File: src/rtl/can_error_overload_ctrl.sv
// CAN error/overload frame sequencer with TEC/REC fault confinement.
// Everything advances only on samplePoint clocks; outputs decode registered state.
module can_error_overload_ctrl #(
  parameter int FLAG_LEN      = 6,
  parameter int DELIM_LEN     = 8,
  parameter int INTERM_LEN    = 3,
  parameter int CNT_W         = 9,
  parameter int PASSIVE_LIMIT = 128,
  parameter int BUSOFF_LIMIT  = 256,
  parameter int RECOV_SEQ     = 128,
  parameter int MAX_OVL       = 2
) (
  input  logic             clock,
  input  logic             reset,
  input  logic             samplePoint,
  input  logic             rxBit,
  input  logic             bitErro,
  input  logic             stuffErro,
  input  logic             crcErro,
  input  logic             formErro,
  input  logic             ackErro,
  input  logic             overloadFlag,
  input  logic             txRole,
  input  logic             txSuccess,
  input  logic             rxSuccess,
  output logic             txBit,
  output logic             erro,
  output logic             overload,
  output logic             interframe,
  output logic [1:0]       errState,
  output logic [CNT_W-1:0] tec,
  output logic [CNT_W-1:0] rec
);

  localparam logic [3:0] S_IDLE      = 4'd0;
  localparam logic [3:0] S_ERR_FLAG  = 4'd1;
  localparam logic [3:0] S_ERR_WAIT  = 4'd2;
  localparam logic [3:0] S_ERR_DELIM = 4'd3;
  localparam logic [3:0] S_OVL_FLAG  = 4'd4;
  localparam logic [3:0] S_OVL_WAIT  = 4'd5;
  localparam logic [3:0] S_OVL_DELIM = 4'd6;
  localparam logic [3:0] S_INTERM    = 4'd7;
  localparam logic [3:0] S_BUS_OFF   = 4'd8;

  localparam int BW      = $clog2(FLAG_LEN + DELIM_LEN + INTERM_LEN + 1);
  localparam int OW      = $clog2(MAX_OVL + 1);
  localparam int SW      = $clog2(RECOV_SEQ);
  localparam int RUN_LEN = 11;
  localparam int WW      = CNT_W + 1;

  localparam logic [WW-1:0]    PASS_W = WW'(PASSIVE_LIMIT);
  localparam logic [WW-1:0]    BOFF_W = WW'(BUSOFF_LIMIT);
  localparam logic [WW-1:0]    CMAX_W = WW'((1 << CNT_W) - 1);
  localparam logic [CNT_W-1:0] REC_FB = CNT_W'(PASSIVE_LIMIT - 9);

  logic [3:0]       state, state_n;
  logic [BW-1:0]    bcnt, bcnt_n;
  logic [OW-1:0]    ovl_cnt, ovl_n;
  logic             err_int, err_n;
  logic [3:0]       run_cnt, run_n;
  logic [SW-1:0]    seq_cnt, seq_n;
  logic [CNT_W-1:0] tec_n, rec_n;
  logic [WW-1:0]    tec_w, rec_w;
  logic [3:0]       tec_inc;
  logic             rec_inc, err_hit, any_err;

  assign any_err = !(bitErro & stuffErro & crcErro & formErro & ackErro);

  always_comb begin
    if (state == S_BUS_OFF)                        errState = 2'b10;
    else if ({1'b0, tec} >= PASS_W || {1'b0, rec} >= PASS_W) errState = 2'b01;
    else                                           errState = 2'b00;
  end

  always_comb begin
    state_n = state;   bcnt_n = bcnt;   ovl_n = ovl_cnt; err_n = err_int;
    run_n   = run_cnt; seq_n  = seq_cnt; tec_n = tec;    rec_n = rec;
    err_hit = 1'b0; tec_inc = 4'd0; rec_inc = 1'b0;
    tec_w   = '0;   rec_w   = '0;
    if (samplePoint) begin
      if (state == S_BUS_OFF) begin
        // recovery: RECOV_SEQ runs of 11 consecutive recessive bits
        if (!rxBit) run_n = '0;
        else if (run_cnt == 4'(RUN_LEN - 1)) begin
          run_n = '0;
          if (seq_cnt == SW'(RECOV_SEQ - 1)) begin
            state_n = S_IDLE; tec_n = '0; rec_n = '0;
            seq_n = '0; bcnt_n = '0; ovl_n = '0;
          end else seq_n = seq_cnt + SW'(1);
        end else run_n = run_cnt + 4'd1;
      end else begin
        case (state)
          S_IDLE: begin
            if (any_err) err_hit = 1'b1;
            else if (!overloadFlag) begin
              state_n = S_OVL_FLAG; bcnt_n = '0; ovl_n = ovl_cnt + OW'(1);
            end
          end
          S_ERR_FLAG: begin
            // a recessive echo of an active flag is our own bit error
            if (errState == 2'b00 && rxBit) begin
              bcnt_n = '0;
              if (txRole) tec_inc = 4'd8;
            end else if (bcnt == BW'(FLAG_LEN - 1)) begin
              state_n = S_ERR_WAIT; bcnt_n = '0;
            end else bcnt_n = bcnt + BW'(1);
          end
          S_ERR_WAIT: if (rxBit) begin state_n = S_ERR_DELIM; bcnt_n = '0; end
          S_ERR_DELIM: begin
            if (!rxBit) err_hit = 1'b1;
            else if (bcnt == BW'(DELIM_LEN - 2)) begin
              state_n = S_INTERM; bcnt_n = '0;
            end else bcnt_n = bcnt + BW'(1);
          end
          S_OVL_FLAG: begin
            if (bcnt == BW'(FLAG_LEN - 1)) begin
              state_n = S_OVL_WAIT; bcnt_n = '0;
            end else bcnt_n = bcnt + BW'(1);
          end
          S_OVL_WAIT: if (rxBit) begin state_n = S_OVL_DELIM; bcnt_n = '0; end
          S_OVL_DELIM: begin
            if (!rxBit) begin state_n = S_OVL_FLAG; bcnt_n = '0; end
            else if (bcnt == BW'(DELIM_LEN - 2)) begin
              state_n = S_INTERM; bcnt_n = '0;
            end else bcnt_n = bcnt + BW'(1);
          end
          S_INTERM: begin
            if (bcnt < BW'(INTERM_LEN - 1) && (!rxBit || !overloadFlag) &&
                ovl_cnt < OW'(MAX_OVL)) begin
              state_n = S_OVL_FLAG; bcnt_n = '0;
              ovl_n = ovl_cnt + OW'(1); err_n = 1'b0;
            end else if (bcnt == BW'(INTERM_LEN - 1)) begin
              state_n = S_IDLE; bcnt_n = '0; ovl_n = '0; err_n = 1'b0;
            end else bcnt_n = bcnt + BW'(1);
          end
          default: state_n = S_IDLE;
        endcase
        if (err_hit) begin
          state_n = S_ERR_FLAG; bcnt_n = '0; err_n = 1'b1;
          if (txRole) tec_inc = 4'd8;
          else        rec_inc = 1'b1;
        end
        // success decrements first, then error increments with saturation
        tec_w = {1'b0, tec};
        if (txSuccess && tec != '0) tec_w = tec_w - WW'(1);
        tec_w = tec_w + WW'(tec_inc);
        if (tec_w > CMAX_W) tec_w = CMAX_W;
        rec_w = {1'b0, rec};
        if (rxSuccess) begin
          if ({1'b0, rec} >= PASS_W) rec_w = {1'b0, REC_FB};
          else if (rec != '0)        rec_w = rec_w - WW'(1);
        end
        rec_w = rec_w + WW'(rec_inc);
        if (rec_w > CMAX_W) rec_w = CMAX_W;
        tec_n = tec_w[CNT_W-1:0];
        rec_n = rec_w[CNT_W-1:0];
        if (tec_w >= BOFF_W) begin
          state_n = S_BUS_OFF; bcnt_n = '0; run_n = '0;
          seq_n = '0; err_n = 1'b0; ovl_n = '0;
        end
      end
    end
  end

  always_ff @(posedge clock) begin
    if (reset) begin
      state <= S_IDLE; bcnt <= '0; ovl_cnt <= '0; err_int <= 1'b0;
      run_cnt <= '0; seq_cnt <= '0; tec <= '0; rec <= '0;
    end else begin
      state <= state_n; bcnt <= bcnt_n; ovl_cnt <= ovl_n; err_int <= err_n;
      run_cnt <= run_n; seq_cnt <= seq_n; tec <= tec_n; rec <= rec_n;
    end
  end

  assign txBit      = !((state == S_ERR_FLAG && errState == 2'b00) || state == S_OVL_FLAG);
  assign erro       = !err_int;
  assign overload   = (state == S_OVL_FLAG) || (state == S_OVL_WAIT) || (state == S_OVL_DELIM);
  assign interframe = (state == S_IDLE) || (state == S_INTERM);

endmodule

File: config.mk
export PLATFORM = sky130hd
export DESIGN_NAME = can_error_overload_ctrl
export DESIGN_NICKNAME = d
export VERILOG_FILES = /design/src/rtl/can_error_overload_ctrl.sv
export SDC_FILE = /design/constraint.sdc
export NUM_CORES = 1
export LEC_CHECK = 0
export ABC_AREA = 1
export CORE_ASPECT_RATIO = 1.4
export CORE_UTILIZATION = 62
export CTS_CLUSTER_SIZE = 16
export DETAILED_ROUTE_END_ITERATION = 7
export GPL_TIMING_DRIVEN = 1
export MAX_ROUTING_LAYER = met4
export PLACE_DENSITY = 0.86
export SYNTH_ARGS = -nofsm -noshare
export SYNTH_HDL_FRONTEND = slang
export SYNTH_SLANG_ARGS = --single-unit
File: constraint.sdc
create_clock -name clock -period 6.96 [get_ports clock]
set_clock_uncertainty 0.2 [all_clocks]
set_input_delay 0.696 -clock clock [delete_from_list [all_inputs] [get_ports clock]]
set_output_delay 0.696 -clock clock [all_outputs]
set_load 0.005 [all_outputs]
# Word level (Yosys, flattened, before mapping)
# Index checks and enable logic that the tools add are counted.
[word_totals]
register_bits = 41
latchBits = 0
ramBits = 0
romBits = 0
elab_cells = 184
n_memories = 0
[op_classes]
add_sub_neg = 8
n_mul = 0
div_mod_pow = 0
n_lt_le_gt_ge = 7
n_eq_ne = 29
shift = 0
muxes = 95
n_bitwise = 5
reduce_logical = 32
[ops]
columns = ["cell", "count"]
rows = [
  ["4-bit 2-to-1 mux", 29],
  ["10-bit 2-to-1 mux", 11],
  ["5-bit 2-to-1 mux", 16],
  ["9-bit 2-to-1 mux", 6],
  ["7-bit 2-to-1 mux", 5],
  ["5-bit one-hot mux with 7 select lines", 1],
  ["4-bit one-hot mux with 8 select lines", 1],
  ["5-bit inequality test (second input constant)", 6],
  ["10-bit by 9-bit greater-than comparator with 1-bit output (second input constant)", 2],
  ["2-bit 2-to-1 mux", 10],
  ["4-bit inequality test (second input constant)", 5],
  ["9-bit by 1-bit subtractor with 10-bit output (second input constant)", 2],
  ["9-bit by 8-bit greater-or-equal comparator with 1-bit output (second input constant)", 2],
  ["9-bit nonzero test", 2],
  ["4-bit by 3-bit equality test with 1-bit output (second input constant)", 4],
  ["1-bit 2-to-1 mux", 14],
  ["13-bit AND reduction", 1],
  ["4-bit AND reduction", 3],
  ["10-bit by 1-bit adder with 10-bit output", 1],
  ["10-bit by 4-bit adder with 10-bit output", 1],
  ["5-bit by 3-bit equality test with 1-bit output (second input constant)", 2],
  ["10-bit by 9-bit greater-or-equal comparator with 1-bit output (second input constant)", 1],
  ["10-bit nonzero test", 1],
  ["9-bit AND reduction", 1],
  ["30 further kinds", 49],
]

# Depth between registers and ports, before layout
# Gate-level depths: netlist of run 1.
[logic_depth]
word_depth = 20
ltp_mapped = 21
mapped_depth_nobuf = 21

# Worst setup path before layout of run 1
# No wires, ideal clock.
[synth_timing]
path_type = "in2reg"
from = "input port rxBit"
to = "register bcnt[0]"
setup_time_ps = 113
arrival_ps = 2598
required_time_ps = 6647
setup_slack_ps = 4049
stages = 15
path_buffers = 1
cell_sequence = "buf_2 -> o22ai_2 -> o21a_1 -> ha_1 -> nand3_1 -> nor2_4 -> nand4_2 -> nand2_4 -> nand2_8 -> nor2_8 -> nand3_4 -> nand2_4 -> nor2_4 -> nor2_1 -> nor2_1"
[synth_between]
elab_chain_cells = 15
elab_cells_between_ends = 35
cone_classes = "1 x add/sub; 2 x order compare; 5 x eq/ne; 20 x mux; 7 x reduce/logical"
[synth_lines]
columns = ["element", "line", "source"]
rows = [
  ["start: declaration", "16", "input logic rxBit,"],
  ["1-bit 2-to-1 mux or 1-bit logical AND (tied branches)", "110, 101", ""],
  ["1-bit one-hot mux with 2 select lines or 4-bit 2-to-1 mux (tied branches)", "92, 101", ""],
  ["1-bit 2-to-1 mux or 4-bit 2-to-1 mux (tied branches)", "81, 92", ""],
  ["1-bit 2-to-1 mux or 4-bit 2-to-1 mux (tied branches)", "80, 140", ""],
  ["4-bit 2-to-1 mux", "138", "if (err_hit) begin"],
  ["4-bit 2-to-1 mux", "81", "if (state == S_BUS_OFF) begin"],
  ["4-bit 2-to-1 mux", "80", "if (samplePoint) begin"],
  ["10-bit by 4-bit adder with 10-bit output", "146", "tec_w = tec_w + WW'(tec_inc);"],
  ["10-bit by 9-bit greater-than comparator with 1-bit output", "147", "if (tec_w > CMAX_W) tec_w = CMAX_W;"],
  ["10-bit 2-to-1 mux", "147", ""],
  ["10-bit 2-to-1 mux", "81", ""],
  ["10-bit 2-to-1 mux", "80", ""],
  ["10-bit by 9-bit greater-or-equal comparator with 1-bit output", "157", "if (tec_w >= BOFF_W) begin"],
  ["10-bit nonzero test (no source line) (tied with other cells)", "--", ""],
  ["9-bit AND reduction (no source line) or 5-bit 2-to-1 mux (tied branches)", "--", ""],
  ["end signal: assignment", "170", "state <= state_n; bcnt <= bcnt_n; ovl_cnt <= ovl_n; err_int <= err_n;"],
  ["end: declaration", "57", "logic [BW-1:0] bcnt, bcnt_n;"],
]
# Several ways; a longest one is shown, not always the timed one. The select of a mux whose other input is x is not followed.
# A chain may end at the register's enable or synchronous reset.

# Worst setup path in the final report of run 1
[layout_timing]
from = "register state[0]"
to = "register bcnt[2]"
[layout_between]
elab_chain_cells = 18
elab_cells_between_ends = 42
cone_classes = "1 x add/sub; 2 x order compare; 15 x eq/ne; 18 x mux; 6 x reduce/logical"
[layout_lines]
columns = ["element", "line", "source"]
rows = [
  ["start: declaration", "56", "logic [3:0] state, state_n;"],
  ["start signal: assignment", "170", ""],
  ["4-bit equality test", "70, 81", ""],
  ["2-bit 2-to-1 mux", "70", "if (state == S_BUS_OFF) errState = 2'b10;"],
  ["2-bit zero test", "101", "if (errState == 2'b00 && rxBit) begin"],
  ["1-bit logical AND", "101", ""],
  ["4-bit 2-to-1 mux", "101", ""],
  ["4-bit 2-to-1 mux", "92", "case (state)"],
  ["4-bit 2-to-1 mux", "140", "if (txRole) tec_inc = 4'd8;"],
  ["4-bit 2-to-1 mux", "138", ""],
  ["[... 2 more ...]", "--", ""],
  ["10-bit by 4-bit adder with 10-bit output", "146", ""],
  ["10-bit by 9-bit greater-than comparator with 1-bit output", "147", ""],
  ["10-bit 2-to-1 mux", "147", ""],
  ["10-bit 2-to-1 mux", "81", ""],
  ["10-bit 2-to-1 mux", "80", ""],
  ["10-bit by 9-bit greater-or-equal comparator with 1-bit output", "157", ""],
  ["10-bit nonzero test (no source line) (tied with other cells)", "--", ""],
  ["9-bit AND reduction (no source line) or 5-bit 2-to-1 mux (tied branches)", "--", ""],
]
# Several ways; a longest one is shown, not always the timed one. The select of a mux whose other input is x is not followed.

==> insert_results.sql, run 1 <==
INSERT INTO impl_metrics (metric_group, metric, value, unit) VALUES
('run_status', 'outcome', 'finished clean', ''),
('timing', 'fin_crit_sh', '49.4', '%'),
('clock_tree', 'clk_pin_slew', '90', 'ps'),
('final_layout', 'final_cell_area', '4000', 'sq um'),
('final_layout', 'most-common-layout-cells', 'nand2_1, nor2_1, inv_1', ''),
('timing', 'setup_slack_of_the_critical_path_after_layout', '3520', 'ps'),
('routing', 'number_of_drc_markers_in_iteration_0', '344', ''),
('timing', 'setup_tns', '0', 'ps'),
('timing', 'timing.final.setup_violations', '0', ''),
('worst_setup_path', 'path_class', 'reg2reg', ''),
('placement', 'dpl.hpwl', '7.09', 'mm'),
('floorplanning', 'floorplan.io_pins', '37', ''),
('floorplanning', 'coreArea', '5280', 'sq um'),
('final_layout', 'layoutNonFillerInstCount', '660', ''),
('worst_setup_path', 'crit_path_end_kind', 'flop', ''),
('final_layout', 'diodes', '0', ''),
('timing', 'maxSlewHeadroom', '66.1', '%'),
('synth', 'ffs_w_async_s_r_synth', '0', '%'),
('routing', 'detailroute.via_count', '3740', ''),
('worst_setup_path', 'critPathRequiredTime', '6960', 'ps'),
('routing', 'wirelength', '8.99', 'mm'),
('worst_setup_path', 'setup.worst_path.start_class', 'flop', ''),
('clock_tree', 'cts_buffers', '5', ''),
('clock_tree', 'worstSkewPairLatency', '300', 'ps'),
('run', 'max_cap_violations', '0', ''),
('final_layout', 'final_core_utilization', '75.9', '%'),
('timing', 'worstMarginPinSlew', '506', 'ps'),
('final_layout', 'layout_commonest_cell', 'nand2_1', ''),
('routing', 'avgRoutedWirePerCell', '13.6', 'um'),
('global_routing', 'grt_start_max_net_pins', '24', ''),
('routing', 'route.antenna.remaining_nets', '0', ''),
('global_routing', 'grt.total_usage', '33.5', '%'),
('timing', 'max_freq', '291', 'MHz'),
('clock_tree', 'clock_tree.root_cell', 'clkbuf_8', ''),
('placement', 'postPlaceCellArea', '3880', 'sq um'),
('floorplanning', 'die_width', '65.2', 'um'),
('pwr', 'worst_ir_drop_vdd', '0.288', 'mV'),
('routing', 'drc', '0', ''),
('floorplanning', 'initial_cell_density_of_the_core', '65.7', '%'),
('timing', 'slew_viol_final', '0', ''),
('placement', 'finalWeightedCongestion', '1.02', ''),
('pwr', 'power', '2.34', 'mW'),
('synth', 'synth_seq_area_share', '23.7', '%'),
('synth', 'yosys_most_used_dff', 'dfxtp_1', ''),
('synth', 'ys_types', '42', ''),
('global_routing', 'initial_antenna_violation_count', '0', ''),
('worst_setup_path', 'critical_path.cell_chain', 'inv_1, nand2_2, nor3_4, nor2_1, nand2_1, nor2_1, o21a_1, ha_1, ha_1, nand3_2, nand2_4, inv_6, nand2_8, nor2_8, nand3_4, nand2_4, nor2_4, nor2_1, nor2_1', ''),
('routing', 'firstDrtPassIters', '8', ''),
('synth', 'synth_edf_count', '0', ''),
('timing', 'final_period_minus_worst_setup_slack', '3440', 'ps'),
('clock_tree', 'cts_buffer_depth', '2', ''),
('worst_setup_path', 'crit_path_frequent_cell', 'nor2_1', ''),
('pwr', 'cellLeakagePower', '1.75', 'nW'),
('worst_setup_path', 'crit_arrival', '3430', 'ps'),
('timing', 'grt_setup_unrepaired', 'false', ''),
('synth', 'synth.net_count', '582', ''),
('timing', 'report.final.hold_viol_count', '0', ''),
('floorplanning', 'floorplan.die.height', '90.5', 'um'),
('final_layout', 'num-nets-final', '618', ''),
('placement', 'numPortBuffers', '36', ''),
('final_layout', 'proportion_of_layout_cells_with_a_drive_suffix_above_1', '11.1', '%'),
('synth', 'postSynthRegisterBits', '41', ''),
('clock_tree', 'htree_num_levels', '2', ''),
('synth', 'synth_top_area_share', '23.7', '%'),
('placement', 'dp_cells', '652', ''),
('final_layout', 'area_delta_synth_final', '15.4', '%'),
('global_routing', 'grt_first_pass_wirelength', '15.3', 'mm'),
('synth', 'post_synth_instance_area', '3470', 'sq um'),
('pwr', 'p_per_area', '585', 'nW/um^2'),
('clock_tree', 'cts_tree', 'done', ''),
('hold_path', 'min-delay-path-class', 'reg2reg', '');
-- critical path, delay by kind of cell, from the launching register on --
family,cells,cell delay [ps]
adders and majority gates,2,450
DFF,1,370
and+or+nand+nor,14,1810
AOI/OAI and AO/OA,1,180
buffers and inverters,2,280
-- Yosys cell counts (2+ instances only) --
library cell  count
nand2_1         136
nor2_4            4
o21ai_1           5
a21oi_1          31
buf_4             2
nand3_1          40
inv_1            70
a211oi_1          2
nand2_8           2
xor2_1           15
o211ai_1          2
inv_2            12
nand3_4           2
o21ai_0          20
nand2_2          10
xnor2_1           4
buf_2             2
nor2_2            8
nand2_4           5
nand4_1          23
o21ai_2           2
nor2_1           77
dfxtp_1          41
nand3_2           2
ha_1             12
nor3_1            8
clkbuf_1          5
-- layer usage --
layer / vias to the layer above / GRT usage, % / routed length, um
met4: 0 / 19.4 / 463
li1: 1866 / - / -
met3: 46 / 5.18 / 337
met2: 140 / 57.5 / 4610
met1: 1688 / 35.2 / 3580
met5: - / - / 0
-- layout make-up --
class	instances	area (sq um)
inverter	83	317
tap	66	82.6
clock inverter	2	37.5
multi-input combinational	424	2290
timing repair buffer	38	375
clock buffer	6	82.6
fill	450	1270
sequential	41	821
-- registers in the layout, summed over array words and instances, names as in the netlist --
name     count
state        4
run_cnt      4
rec          9
seq_cnt      7
ovl_cnt      2
tec          9
err_int      1
bcnt         5
-- path summary, 6_finish.rpt --
check             depth (start not counted)  slack, ps        from          to
setup / recovery                         19       3520    state[0]     bcnt[2]
hold / removal                            2        260  seq_cnt[6]  seq_cnt[6]
hold reg to reg                           2        260  seq_cnt[6]  seq_cnt[6]
setup reg to reg                         19       3520    state[0]     bcnt[2]
-- report_power, final --
| part | internal (mW) | total [mW] | switching, mW |
|---|---|---|---|
| Sequential | 0.324 | 0.438 | 0.114 |
| Combinational | 0.619 | 1.69 | 1.07 |
| Clock | 0.117 | 0.208 | 0.0913 |
| Total | 1.06 | 2.34 | 1.28 |
-- cell families after synthesis --
kind of cell	after synthesis	share of synthesized area (%)
buf+inv	92	10.4
flops	41	23.7
compound gates	68	11.1
simple gates	325	45.7
fa+ha+maj	12	4.33
xor+xnor	19	4.80
No activity file was read; power rests on OpenSTA's default activity.
==> run 2, diff against run 1 <==
- CORE_UTILIZATION: 62 -> 52
- PLACE_DENSITY: 0.86 -> 0.77
- clock period: 6.96 -> 3 ns (I/O delays scaled with it)
==> insert_results.sql, run 2 (synthesized netlist as in run 1, its figures left out) <==
INSERT INTO impl_metrics (metric_group, metric, value, unit) VALUES
('run_status', 'outcome', 'finished, violations left', ''),
('run_status', 'failed_checks', 'design-rule violations', ''),
('global_routing', 'initial_antenna_violation_count', '0', ''),
('placement', 'dp_cells', '682', ''),
('pwr', 'p_per_area', '1370', 'nW/um^2'),
('pwr', 'power', '5.97', 'mW'),
('global_routing', 'grt_first_pass_wirelength', '15.5', 'mm'),
('worst_setup_path', 'critical_path.cell_chain', 'inv_2, ha_4, nand2_1, nor2_2, nand3_2, nand2_4, nor2_1, xor2_1, inv_1, ha_4, nand3_4, nor2_4, nand4_4, nand2_4, nand2_8, nor2_8, nand3_4, nand2_4, nor2_4, nor2_1, nor2_1', ''),
('floorplanning', 'die_width', '71.0', 'um'),
('worst_setup_path', 'timing.reg2reg.setup_slack', '160', 'ps'),
('clock_tree', 'cts_sinks', '41', ''),
('final_layout', 'num-nets-final', '649', ''),
('floorplanning', 'row_count', '34', ''),
('clock_tree', 'cts_buffer_depth', '2', ''),
('floorplanning', 'coreArea', '6340', 'sq um'),
('routing', 'topRoutingLayerUsed', 'met4', ''),
('final_layout', 'layout_commonest_cell', 'nand2_1', ''),
('timing', 'max_freq', '352', 'MHz'),
('routing', 'route.antenna.remaining_nets', '0', ''),
('worst_setup_path', 'slowest_delay', '340', 'ps'),
('routing', 'route.layer.met1.wl', '3.66', 'mm'),
('timing', 'timing.final.setup_violations', '0', ''),
('final_layout', 'area_delta_synth_final', '25.6', '%'),
('worst_setup_path', 'path_class', 'reg2reg', ''),
('timing', 'maxSlewHeadroom', '68.3', '%'),
('floorplanning', 'floorplan.die.height', '98.6', 'um'),
('global_routing', 'grt.total_usage', '28.2', '%'),
('placement', 'finalWeightedCongestion', '0.954', ''),
('routing', 'firstDrtPassIters', '7', ''),
('worst_setup_path', 'crit_path_end_kind', 'flop', ''),
('floorplanning', 'initial_cell_density_of_the_core', '54.7', '%'),
('routing', 'avgRoutedWirePerCell', '13.4', 'um'),
('clock_tree', 'cts_buffers', '5', ''),
('hold_path', 'min-delay-path-class', 'reg2reg', ''),
('worst_setup_path', 'setup.worst_path.start_class', 'flop', ''),
('floorplanning', 'floorplan.io_pins', '37', ''),
('worst_setup_path', 'critPathMaxFanout', '5', ''),
('placement', 'numPortBuffers', '36', ''),
('final_layout', 'diodes', '0', ''),
('clock_tree', 'cts_hold_buffers', '0', ''),
('final_layout', 'layoutNonFillerInstCount', '697', ''),
('timing', 'final_period_minus_worst_setup_slack', '2840', 'ps'),
('routing', 'detailroute.via_count', '3841', ''),
('routing', 'number_of_drc_markers_in_iteration_0', '220', ''),
('final_layout', 'reg_top3', 'rec (9), tec (9), seq_cnt (7)', ''),
('clock_tree', 'clock_tree.root_cell', 'clkbuf_8', ''),
('timing', 'worstMarginPinSlew', '475', 'ps'),
('final_layout', 'proportion_of_layout_cells_with_a_drive_suffix_above_1', '19.2', '%'),
('clock_tree', 'cts_tree', 'done', ''),
('routing', 'drc', '6', ''),
('run', 'max_cap_violations', '0', ''),
('routing', 'wirelength', '9.37', 'mm'),
('pwr', 'worst_ir_drop_vdd', '0.624', 'mV'),
('global_routing', 'grt_overflow_total', '0', ''),
('routing', 'avgViaCountPerCell', '5.51', ''),
('global_routing', 'grt_start_max_net_pins', '23', ''),
('pwr', 'cellLeakagePower', '1.91', 'nW'),
('timing', 'slew_viol_final', '0', ''),
('global_routing', 'vias_in_the_first_global_route', '3557', ''),
('worst_setup_path', 'critPathRequiredTime', '3000', 'ps'),
('final_layout', 'fill_cells', '551', ''),
('final_layout', 'most-common-layout-cells', 'nand2_1, nor2_1, inv_1', ''),
('floorplanning', 'die-area', '7010', 'sq um'),
('worst_setup_path', 'crit_arrival', '2840', 'ps'),
('routing', 'wl_met2', '4.83', 'mm'),
('clock_tree', 'worstSkewPairLatency', '300', 'ps'),
('clock_tree', 'htree_num_levels', '2', ''),
('routing', 'met3RoutedLength', '411', 'um'),
('timing', 'report.final.hold_viol_count', '0', ''),
('timing', 'fin_crit_sh', '94.6', '%'),
('worst_setup_path', 'slowest_stage', 'dfxtp_2', ''),
('placement', 'dpl.hpwl', '7.11', 'mm'),
('clock_tree', 'clk_pin_slew', '90', 'ps');
-- run 2: cell count changes in the layout (fill, tap and decap cells not counted), sizes merged --
cell    change
nand3       +1
buf        +30
clkbuf      -1
clkinv      +1
-- run 2: cell type report --
class | instances | area, sq um | share of cell area [%]
clock inverters | 3 | 46.3 | 1.06
repair buffers | 68 | 601 | 13.8
clock buffers | 5 | 68.8 | 1.58
well taps | 72 | 90.1 | 2.07
flip-flops and latches | 41 | 827 | 19.0
inverters | 83 | 319 | 7.32
multi-input cells | 425 | 2400 | 55.2
-- run 2: path summary, 6_finish.rpt --
path                     end  cells past startpoint  startpoint
setup / recovery    state[3]                     21      tec[0]
hold / removal    seq_cnt[6]                      2  seq_cnt[6]
setup reg to reg    state[3]                     21      tec[0]
hold reg to reg   seq_cnt[6]                      2  seq_cnt[6]
-- run 2: through the flow --
step	area (sq um)	worst slack [ps]	setup TNS, ps	util [%]	hold slack (ps)
finish	4360	162	0	68.7	252
global route	4360	-50.8	-293	68.7	286
CTS	4190	15.9	0	66.1	257
detailed placement	4070	-50.2	-253	64.2	243
global placement	4070	23.0	0	64.2	239
floorplan	3470	102	0	-	169
-- run 2: power by group --
part / switching, mW / leakage (nW) / total (mW) / internal [mW]
clock: 0.223 / 0.0543 / 0.472 / 0.249
sequential: 0.221 / 0.337 / 0.979 / 0.758
combinational: 2.73 / 1.52 / 4.52 / 1.78
total: 3.18 / 1.91 / 5.97 / 2.79
-- run 2: per-layer routing --
layer	vias up	GRT usage, %
met1	1754	29.5
li1	1923	-
met2	131	49.5
met4	0	16.8
met3	33	4.40
met5	-	-
-- run 2: critical path: cells and delay by family, from the launching register on --
| kind | cells | cell delay [ps] |
|---|---|---|
| simple gates | 16 | 1540 |
| flops | 1 | 340 |
| fa+ha+maj | 2 | 310 |
| buf+inv | 2 | 170 |
| xor+xnor | 1 | 140 |
-- run 2: what timing repair did --
item                       4_1_cts  5_1_grt
gates resized for setup          2       31
buffers inserted                 0        6
setup endpoints to repair        5       26
gates cloned                     0        1
pin swaps                        0       15
==> run 3, diff against run 2 <==
- ABC_CLOCK_PERIOD_IN_PS: default -> 3000
- GPL_TIMING_DRIVEN: 1 -> default
- SETUP_SLACK_MARGIN: default -> 0.05
==> insert_results.sql, run 3 (synthesized netlist as in run 1, its figures left out) <==
INSERT INTO impl_metrics (metric_group, metric, value, unit) VALUES
('run_status', 'outcome', 'finished, violations left', ''),
('run_status', 'failed_checks', 'design-rule violations', ''),
('global_routing', 'grt.total_usage', '28.4', '%'),
('worst_setup_path', 'crit_path_end', 'bcnt[0]', ''),
('pwr', 'pwr-share-seq', '16.3', '%'),
('worst_setup_path', 'path_class', 'reg2reg', ''),
('clock_tree', 'cts_hold_buffers', '0', ''),
('timing', 'timing.final.setup_violations', '0', ''),
('floorplanning', 'row_count', '34', ''),
('global_routing', 'gr-usage-met3', '3.99', '%'),
('worst_setup_path', 'ff2ff_path_depth', '18', ''),
('final_layout', 'proportion_of_layout_cells_with_a_drive_suffix_above_1', '20.6', '%'),
('worst_setup_path', 'setup.worst_path.start_class', 'flop', ''),
('timing', 'hold_ws', '252', 'ps'),
('global_routing', 'grt_start_max_net_pins', '23', ''),
('final_layout', 'diodes', '0', ''),
('final_layout', 'reg_top3', 'rec (9), tec (9), seq_cnt (7)', ''),
('final_layout', 'num-nets-final', '650', ''),
('routing', 'number_of_drc_markers_in_iteration_0', '230', ''),
('placement', 'dpl.hpwl', '7.11', 'mm'),
('pwr', 'clk_pwr_share', '7.8', '%'),
('routing', 'avgRoutedWirePerCell', '13.5', 'um'),
('final_layout', 'final_cell_area', '4390', 'sq um'),
('routing', 'route.antenna.remaining_nets', '0', ''),
('clock_tree', 'cts_buffers', '5', ''),
('clock_tree', 'cts_sinks', '41', ''),
('worst_setup_path', 'crit_arrival', '2850', 'ps'),
('floorplanning', 'die_width', '71.0', 'um'),
('global_routing', 'initial_antenna_violation_count', '0', ''),
('run', 'max_cap_violations', '0', ''),
('worst_setup_path', 'crit_path_end_kind', 'flop', ''),
('global_routing', 'vias_in_the_first_global_route', '3598', ''),
('clock_tree', 'worstSkewPairLatency', '300', 'ps'),
('timing', 'maxSlewHeadroom', '68.0', '%'),
('routing', 'detailroute.via_count', '3843', ''),
('global_routing', 'grt_first_pass_wirelength', '15.6', 'mm'),
('placement', 'postPlaceCellArea', '4070', 'sq um'),
('final_layout', 'fill_cells', '548', ''),
('worst_setup_path', 'critPathRequiredTime', '3010', 'ps'),
('timing', 'final_period_minus_worst_setup_slack', '2850', 'ps'),
('pwr', 'cellLeakagePower', '1.93', 'nW'),
('global_routing', 'grt_overflow_total', '0', ''),
('clock_tree', 'cts_buffer_depth', '2', ''),
('hold_path', 'min-delay-path-class', 'reg2reg', ''),
('pwr', 'worst_ir_drop_vdd', '0.623', 'mV'),
('pwr', 'combPwrFrac', '75.9', '%'),
('final_layout', 'layout_commonest_cell', 'nand2_1', ''),
('routing', 'firstDrtPassIters', '8', ''),
('placement', 'finalWeightedCongestion', '0.954', ''),
('routing', 'drc', '3', ''),
('timing', 'worstMarginPinSlew', '476', 'ps'),
('floorplanning', 'floorplan.die.height', '98.6', 'um'),
('worst_setup_path', 'rr_endpoint', 'bcnt[0]', ''),
('timing', 'slew_viol_final', '0', ''),
('routing', 'avgViaCountPerCell', '5.51', ''),
('pwr', 'swShare', '53.2', '%'),
('clock_tree', 'clk_pin_slew', '90', 'ps'),
('global_routing', 'grt.met2_usage', '49.5', '%'),
('clock_tree', 'clock_tree.root_cell', 'clkbuf_8', ''),
('floorplanning', 'die-area', '7010', 'sq um'),
('floorplanning', 'coreArea', '6340', 'sq um'),
('pwr', 'internal_power', '2.82', 'mW'),
('final_layout', 'area_delta_synth_final', '26.5', '%'),
('clock_tree', 'cts_tree', 'done', ''),
('floorplanning', 'initial_cell_density_of_the_core', '54.7', '%'),
('timing', 'max_freq', '351', 'MHz'),
('timing', 'report.final.hold_viol_count', '0', ''),
('final_layout', 'most-common-layout-cells', 'nand2_1, nor2_1, inv_1', ''),
('floorplanning', 'floorplan.io_pins', '37', ''),
('timing', 'fin_crit_sh', '94.9', '%'),
('global_routing', 'global_route_met1_utilization', '29.7', '%'),
('global_routing', 'most_congested_layer_reported_by_global_routing', 'met2', ''),
('pwr', 'p_per_area', '1370', 'nW/um^2'),
('timing', 'grt_setup_unrepaired', 'true', ''),
('worst_setup_path', 'timing.reg2reg.setup_slack', '150', 'ps'),
('clock_tree', 'htree_num_levels', '2', ''),
('placement', 'numPortBuffers', '36', ''),
('routing', 'wirelength', '9.43', 'mm'),
('pwr', 'total_switching_power', '3.21', 'mW'),
('worst_setup_path', 'critPathMaxFanout', '5', ''),
('worst_setup_path', 'worst_r2r_startpoint', 'tec[7]', ''),
('worst_setup_path', 'timing.critical_path.from', 'tec[7]', '');
-- run 3: area by class of cell --
cell class              instances  area [sq um]  area share, %
flip-flops and latches         41           830           18.9
clock inverters                 3          46.3           1.06
well taps                      72          90.1           2.05
repair buffers                 69           612           13.9
clock buffers                   5          68.8           1.57
inverters                      83           324           7.39
multi-input cells             425          2420           55.1
-- run 3: metal layers --
metal  up-vias  share of wire (%)
met4         0                6.3
met2       132                 51
met5         -                  0
met1      1734                 39
met3        50                3.8
li1       1927                  -
-- run 3: power by group through the flow --
stage / Combinational [mW] / Clock, mW / Sequential [mW]
6_report: 4.58 / 0.472 / 0.983
5_1_grt: 5.10 / 0.493 / 1.02
4_1_cts: 4.19 / 0.479 / 0.965
3_5_place_dp: 4.11 / 0 / 0.974
3_3_place_gp: 4.05 / 0 / 0.967
2_1_floorplan: 2.91 / 0 / 0.965
-- run 3: worst min path at each step --
stage	start	to	slack [ps]	depth (start not counted)
CTS	seq_cnt[6]	seq_cnt[6]	260	2
global placement	seq_cnt[6]	seq_cnt[6]	240	2
finish	seq_cnt[6]	seq_cnt[6]	250	2
global route	seq_cnt[6]	seq_cnt[6]	290	2
detailed placement	seq_cnt[6]	seq_cnt[6]	240	2
floorplan	reset	tec[2]	170	1
-- run 3: metrics by stage --
step	power, mW	util [%]	std cells	TNS (ps)	setup slack (ps)
3_5_place_dp	5.08	64.2	682	-253	-50.2
5_1_grt	6.61	69.2	698	-23.9	-11.3
4_1_cts	5.63	66.4	691	0	57.4
6_report	6.03	69.2	698	0	154
2_1_floorplan	3.87	-	557	0	102
3_3_place_gp	5.02	64.2	682	0	23.0
-- run 3: repair_timing --
item | CTS | global route
setup buffers | 0 | 7
pin swaps | 0 | 23
resized for setup | 6 | 38
endpoints found under the setup margin | 16 | 26
gates cloned | 1 | 0
-- run 3: worst max-delay path, cell delays in order (launching register included) --
cell and delay, ps:
dfxtp_2 330, nor2_1 220, nand2_2 160, nor2_4 150, nand2_1 100, nor2_2 120
o21a_1 180, ha_4 180, nand3_4 90, nor2_4 140, nand4_4 90, nand2_4 120
nand2_8 80, nor2_8 140, nand3_4 120, nand2_4 130, nor2_4 60, nor2_2 100
nor2_1 50
